--- config.mk ---
export PLATFORM = sky130hd
export DESIGN_NAME = fetch_unit
export DESIGN_NICKNAME = d
export VERILOG_FILES = /design/src/rtl/fetch_pkg.sv /design/src/rtl/fetch_fifo.sv /design/src/rtl/fetch_unit.sv
export SDC_FILE = /design/constraint.sdc
export NUM_CORES = 1
export LEC_CHECK = 0
export BUFFER_PORTS_ARGS = -buffer_cell sky130_fd_sc_hd__buf_2
export CAP_MARGIN = 20
export CORE_MARGIN = 3
export CORE_UTILIZATION = 55
export CTS_BUF_LIST = sky130_fd_sc_hd__clkbuf_16
export DETAILED_ROUTE_END_ITERATION = 10
export HOLD_SLACK_MARGIN = 0.02
export PLACE_DENSITY = 0.79
export SKIP_CTS_REPAIR_TIMING = 1
export SLEW_MARGIN = 20
export SYNTH_ARGS = -nofsm -noshare
export SYNTH_HDL_FRONTEND = slang
export SYNTH_SLANG_ARGS = --single-unit
--- constraint.sdc ---
create_clock -name clk_i -period 6.64 [get_ports clk_i]
set_input_delay 0.332 -clock clk_i [delete_from_list [all_inputs] [get_ports clk_i]]
set_output_delay 0.332 -clock clk_i [all_outputs]
set_load 0.02 [all_outputs]
--- src/rtl/fetch_pkg.sv ---
// Shared types and constants for the instruction fetch front end.
package fetch_pkg;

  typedef enum logic {S_FETCH, S_DRAIN} fetch_state_t;

  localparam logic [31:0] NOP_INSTR = 32'h00000013;
  localparam int          PC_INCR   = 4;

endpackage

--- src/rtl/fetch_fifo.sv ---
// Parameterised synchronous FIFO with flush; flush and reset both empty it in one cycle.
module fetch_fifo #(
  parameter int WIDTH = 32,
  parameter int DEPTH = 2,
  localparam int CW = $clog2(DEPTH + 1),
  localparam int PW = (DEPTH > 1) ? $clog2(DEPTH) : 1
) (
  input  logic             clk_i,
  input  logic             rst_i,
  input  logic             push_i,
  input  logic             pop_i,
  input  logic             flush_i,
  input  logic [WIDTH-1:0] data_i,
  output logic [WIDTH-1:0] data_o,
  output logic [CW-1:0]    count_o,
  output logic             full_o,
  output logic             empty_o
);

  logic [WIDTH-1:0] mem_q [DEPTH];
  logic [PW-1:0]    rd_ptr_q, rd_ptr_d;
  logic [PW-1:0]    wr_ptr_q, wr_ptr_d;
  logic [CW-1:0]    count_q, count_d;

  function automatic logic [PW-1:0] ptr_inc(input logic [PW-1:0] p);
    if (p == PW'(DEPTH - 1)) return '0;
    return p + PW'(1);
  endfunction

  always_comb begin
    rd_ptr_d = rd_ptr_q;
    wr_ptr_d = wr_ptr_q;
    count_d  = count_q;
    if (flush_i) begin
      rd_ptr_d = '0;
      wr_ptr_d = '0;
      count_d  = '0;
    end else begin
      if (push_i) wr_ptr_d = ptr_inc(wr_ptr_q);
      if (pop_i)  rd_ptr_d = ptr_inc(rd_ptr_q);
      case ({push_i, pop_i})
        2'b10:   count_d = count_q + CW'(1);
        2'b01:   count_d = count_q - CW'(1);
        default: count_d = count_q;
      endcase
    end
  end

  always_ff @(posedge clk_i) begin
    if (rst_i) begin
      rd_ptr_q <= '0;
      wr_ptr_q <= '0;
      count_q  <= '0;
    end else begin
      rd_ptr_q <= rd_ptr_d;
      wr_ptr_q <= wr_ptr_d;
      count_q  <= count_d;
    end
  end

  // Storage carries no reset; only pointers and count define occupancy.
  always_ff @(posedge clk_i) begin
    if (push_i && !flush_i) mem_q[wr_ptr_q] <= data_i;
  end

  assign data_o  = mem_q[rd_ptr_q];
  assign count_o = count_q;
  assign full_o  = (count_q == CW'(DEPTH));
  assign empty_o = (count_q == '0);

endmodule

--- src/rtl/fetch_unit.sv ---
// Instruction fetch front end: PC register, credit-limited imem requests, {pc, instr}
// buffer and redirect handling that discards wrong-path responses.
module fetch_unit
  import fetch_pkg::*;
#(
  parameter int                       ADDRESS_WIDTH = 32,
  parameter logic [ADDRESS_WIDTH-1:0] RESET_PC      = '0,
  parameter int                       FIFO_DEPTH    = 2
) (
  input  logic                     clk_i,
  input  logic                     rst_i,
  output logic                     imem_req_o,
  output logic [ADDRESS_WIDTH-1:0] imem_addr_o,
  input  logic                     imem_gnt_i,
  input  logic                     imem_rvalid_i,
  input  logic [31:0]              imem_rdata_i,
  output logic                     instr_valid_o,
  input  logic                     instr_ready_i,
  output logic [31:0]              instr_o,
  output logic [ADDRESS_WIDTH-1:0] pc_o,
  input  logic                     pcsrc_i,
  input  logic [ADDRESS_WIDTH-1:0] branch_target_i
);

  localparam int          AW      = ADDRESS_WIDTH;
  localparam int          CW      = $clog2(FIFO_DEPTH + 1);
  localparam int          BW      = AW + 32;
  localparam logic [CW:0] DEPTH_W = (CW + 1)'(FIFO_DEPTH);

  fetch_state_t  state_q, state_d;
  logic [AW-1:0] pc_q, pc_d;
  logic [CW-1:0] discard_q, discard_d;
  logic [CW-1:0] inflight, buf_count;
  logic [CW:0]   credit_used;
  logic [BW-1:0] buf_head;
  logic [AW-1:0] aq_head;
  logic          buf_full, buf_empty, aq_full, aq_empty;
  logic          issue, rsp, buf_push, buf_pop;

  // A pop this cycle frees a slot immediately, which is what sustains one fetch per cycle.
  assign buf_pop     = instr_valid_o & instr_ready_i;
  assign credit_used = {1'b0, inflight} + {1'b0, buf_count} - {{CW{1'b0}}, buf_pop};
  assign imem_req_o  = ~rst_i & ~pcsrc_i & (state_q == S_FETCH) & (credit_used < DEPTH_W);
  assign imem_addr_o = pc_q;
  assign issue       = imem_req_o & imem_gnt_i;
  assign rsp         = imem_rvalid_i;
  assign buf_push    = rsp & (state_q == S_FETCH) & (discard_q == '0) & ~pcsrc_i;

  fetch_fifo #(.WIDTH(BW), .DEPTH(FIFO_DEPTH)) u_buf (
    .clk_i   (clk_i),
    .rst_i   (rst_i),
    .push_i  (buf_push),
    .pop_i   (buf_pop),
    .flush_i (pcsrc_i),
    .data_i  ({aq_head, imem_rdata_i}),
    .data_o  (buf_head),
    .count_o (buf_count),
    .full_o  (buf_full),
    .empty_o (buf_empty)
  );

  // Address queue occupancy doubles as the in-flight counter, stale requests included.
  fetch_fifo #(.WIDTH(AW), .DEPTH(FIFO_DEPTH)) u_aq (
    .clk_i   (clk_i),
    .rst_i   (rst_i),
    .push_i  (issue),
    .pop_i   (rsp),
    .flush_i (1'b0),
    .data_i  (pc_q),
    .data_o  (aq_head),
    .count_o (inflight),
    .full_o  (aq_full),
    .empty_o (aq_empty)
  );

  always_comb begin
    state_d   = state_q;
    pc_d      = pc_q;
    discard_d = discard_q;
    if (issue) pc_d = pc_q + AW'(PC_INCR);
    if (pcsrc_i) begin
      pc_d      = branch_target_i & ~AW'(3);
      discard_d = inflight - CW'(rsp);
      state_d   = (discard_d != '0) ? S_DRAIN : S_FETCH;
    end else if (state_q == S_DRAIN && rsp) begin
      discard_d = discard_q - CW'(1);
      if (discard_d == '0) state_d = S_FETCH;
    end
  end

  always_ff @(posedge clk_i) begin
    if (rst_i) begin
      state_q   <= S_FETCH;
      pc_q      <= RESET_PC;
      discard_q <= '0;
    end else begin
      state_q   <= state_d;
      pc_q      <= pc_d;
      discard_q <= discard_d;
    end
  end

  assign instr_valid_o = ~buf_empty;
  assign instr_o       = buf_empty ? NOP_INSTR : buf_head[31:0];
  assign pc_o          = buf_empty ? pc_q : buf_head[BW-1:32];

  a_no_rsp_underflow: assert property (@(posedge clk_i) disable iff (rst_i) rsp |-> !aq_empty);
  a_no_aq_overflow:   assert property (@(posedge clk_i) disable iff (rst_i) issue |-> !aq_full);
  a_no_buf_overflow:  assert property (@(posedge clk_i) disable iff (rst_i) buf_push |-> !buf_full);
  a_discard_bounded:  assert property (@(posedge clk_i) disable iff (rst_i) discard_q <= inflight);

endmodule

==> flow_summary.yaml <==
floorplanning:
  fp-row-count: 47
  die_height_um: 136
  initial_core_util: 0.562
  ioPinCount: 168
  fp.dieW_um: 136
  placeableCoreArea_um2: 16600
  die-area_um2: 18600
layout:
  design_area_um2: 11000
  most_frequent_standard_cell_in_the_layout_excluding_fill_and_tap_cells: "edfxtp_1"
  num-nets-final: 915
  antenna_cells_inserted: 0
  post_route_cells_drive_above_1_share: 0.277
  flow.area_growth_from_synthesis_pct: 17.6
  layout_common_cells: "184 x edfxtp_1, 161 x buf_2, 63 x mux2i_1"
cts:
  clock_tree.htree_level_count: 1
  tritoncts: "yes"
  tritoncts.num_buffers: 22
  clk_pin_slew_worst_paths_ns: 0.06
  clock_latency_ns: 0.49
  clockBufferDepth: 3
  cts_num_sinks: 227
  clockRootBuffer: "clkbuf_16"
routing:
  initialDrtViolationCount: 456
  drc_errors: 0
  ant_nets: 0
  detail_route.first_pass.iterations: 5
  via_count: 5948
  post_drt_via_cell_ratio: 5.55
  routed_wl_um: 19900
  post_drt_wl_per_cell_um: 18.6
place:
  placed_area_um2: 10300
  numPortBuffers: 161
  gp_routability_congestion: 0.916
  post-dp-hpwl_um: 13000
synth:
  synth_sequential_area_ratio: 0.683
  synth_cell_types: 47
  synth_seq_cells: 227
  syn_inst: 679
  adder_and_majority_cell_fraction_of_the_synthesized_area: 0.0128
  synth_simple_gate_area_share: 0.0930
  count_of_flip_flops_with_a_built_in_enable_after_synthesis: 184
  synthMuxAreaShare: 0.105
  synth_compound_area_frac: 0.0523
  yosys_most_used_dff: "edfxtp_1"
  postSynthAreaPerCell_um2: 13.8
  xor_and_xnor_area_share_after_synthesis: 0.0309
  synthesis.yosys.warnings: 0
  largest_family_of_logic_cells_by_synthesized_area: "multiplexers"
  cell_area_after_synthesis_um2: 9350
  synth-async-reset-ratio: 0
power_and_ir_drop:
  power.static_leakage_uw: 0.00395
  worst_ir_drop_vdd_mv: 0.160
  power.density_nw_per_um2: 275
timing:
  period_needed_ns: 4.41
  max_clock_skew_ns: 0.0200
  maximum_frequency_from_static_timing_analysis_mhz: 227
  grt_setup_unrepaired: "no"
  report.final.setup_viol: 0
  timing_max_transition_violations_final: 0
  slew_headroom: 0.254
  worstMarginPinSlew_ns: 1.12
  totalNegativeSetupSlack_ns: 0
  timing.final.hold_violations: 0
  final_period_utilization: 0.664
grt:
  gr-total-overflow: 0
  grt_first_pass_wirelength_um: 30200
  grt_start_max_net_pins: 90
  antenna_found_initial: 0
  groute.usage.overall: 0.208
  first_global_vias: 5761
critical_path:
  endpoint_kind: "flip-flop"
  worst_ep_required_time_ns: 6.81
  critPathArrivalTime_ns: 4.58
  top_fanout_value_on_the_critical_path: 17
  startpoint_type: "flip-flop"
  crit_type: "reg2reg"
min_path:
  timing.hold.worst.class: "in2reg"
run:
  drv_cap: 0
run_status:
  outcome: "finished, final reports clean"
[state kept, by name (all words and copies together), names as in the netlist, named ones only]
signal / cells
u_buf.rd_ptr_q: 1
u_aq.mem_q: 60
u_aq.rd_ptr_q: 1
state_q: 1
u_buf.count_o: 2
u_aq.count_o: 2
imem_addr_o: 30
u_buf.mem_q: 124
discard_q: 2
u_buf.wr_ptr_q: 1
u_aq.wr_ptr_q: 1
[critical path, cell delays in order (launching register included)]
cell	delay (ns)
dfxtp_1	0.46
nor2_4	0.06
inv_1	0.13
and2_1	0.26
ha_1	0.27
nand2b_1	0.16
fa_1	0.51
nor4b_2	0.23
and3_1	0.43
clkinv_1	0.45
nor2_2	0.71
buf_4	0.40
[path summary, 6_finish.rpt]
| kind | slack (ns) | startpoint | to | depth (start not counted) |
|---|---|---|---|---|
| max reg2reg | 2.23 | u_buf.count_o[0] | u_aq.mem_q[0][17] | 11 |
| min | 0.03 | imem_rdata_i[17] | u_buf.mem_q[0][17] | 1 |
| min reg2reg | 0.52 | u_buf.rd_ptr_q | u_buf.rd_ptr_q | 2 |
| max | 2.23 | u_buf.count_o[0] | u_aq.mem_q[0][17] | 11 |
[where the power goes]
part	internal (µW)	switching, µW	leakage, µW	total, µW
combinational	108	181	0.00156	290
clock	620	470	0.000356	1090
sequential	1600	47.1	0.00203	1650
total	2330	699	0.00395	3030
[cells by family (layout without fill, tap and decap cells)]
logic type | Yosys count | in the layout
muxes | 94 | 94
other | 1 | 4
adders and majority gates | 9 | 9
buffers and inverters | 50 | 219
DFF | 227 | 227
and+or+nand+nor | 184 | 184
AOI/OAI and AO/OA | 81 | 81
xor gates and xnor gates | 33 | 33
[layer usage]
| layer | part of all wire | up-vias | track usage |
|---|---|---|---|
| li1 | - | 2811 | - |
| met1 | 0.43 | 2891 | 0.284 |
| met2 | 0.48 | 217 | 0.341 |
| met3 | 0.071 | 29 | 0.0377 |
| met4 | 0.021 | 0 | 0.0638 |
| met5 | 0 | - | 0 |
[area by class of cell]
type                            count  area (µm²)
Inverter                           11        41.3
Timing Repair Buffer              169         871
Clock inverter                     16        62.6
Sequential cell                   227        6390
Tap cell                          220         275
Multi-Input combinational cell    405        2780
Clock buffer                       23         576
Fill cell                        1210        5640
[cell usage after synthesis, types with 2 or more instances]
master / n / area, µm²
edfxtp_1: 184 / 5530
mux2i_1: 63 / 631
nor2_1: 62 / 233
nand2_1: 57 / 214
dfxtp_1: 43 / 861
o21ai_0: 42 / 210
mux2_2: 31 / 349
clkbuf_1: 30 / 113
xnor2_1: 24 / 210
a211oi_1: 13 / 97.6
nand3_1: 12 / 60.1
and2_1: 9 / 56.3
inv_1: 9 / 33.8
nand4_1: 9 / 56.3
xor2_1: 9 / 78.8
a21oi_1: 8 / 40.0
ha_1: 8 / 100
nor4_1: 8 / 50.1
a311oi_1: 7 / 61.3
nor3_1: 7 / 35.0
or3_1: 6 / 37.5
buf_4: 5 / 37.5
and4_1: 4 / 35.0
o22ai_1: 3 / 18.8
a21o_1: 2 / 15.0
buf_1: 2 / 7.51
clkinv_1: 2 / 7.51
[stage by stage]
stage	util	hold WS (ns)	setup slack, ns	cells	total power, µW
3_3_place_gp	0.621	0.494	2.36	1030	1950
5_1_grt	0.661	0.0201	1.89	1071	3140
3_5_place_dp	0.621	0.502	2.24	1030	1960
4_1_cts	0.660	0.00942	2.20	1069	3050
6_report	0.661	0.0321	2.23	1071	3030
2_1_floorplan	-	0.431	2.15	682	1850
No activity file was read; power rests on OpenSTA's default activity.
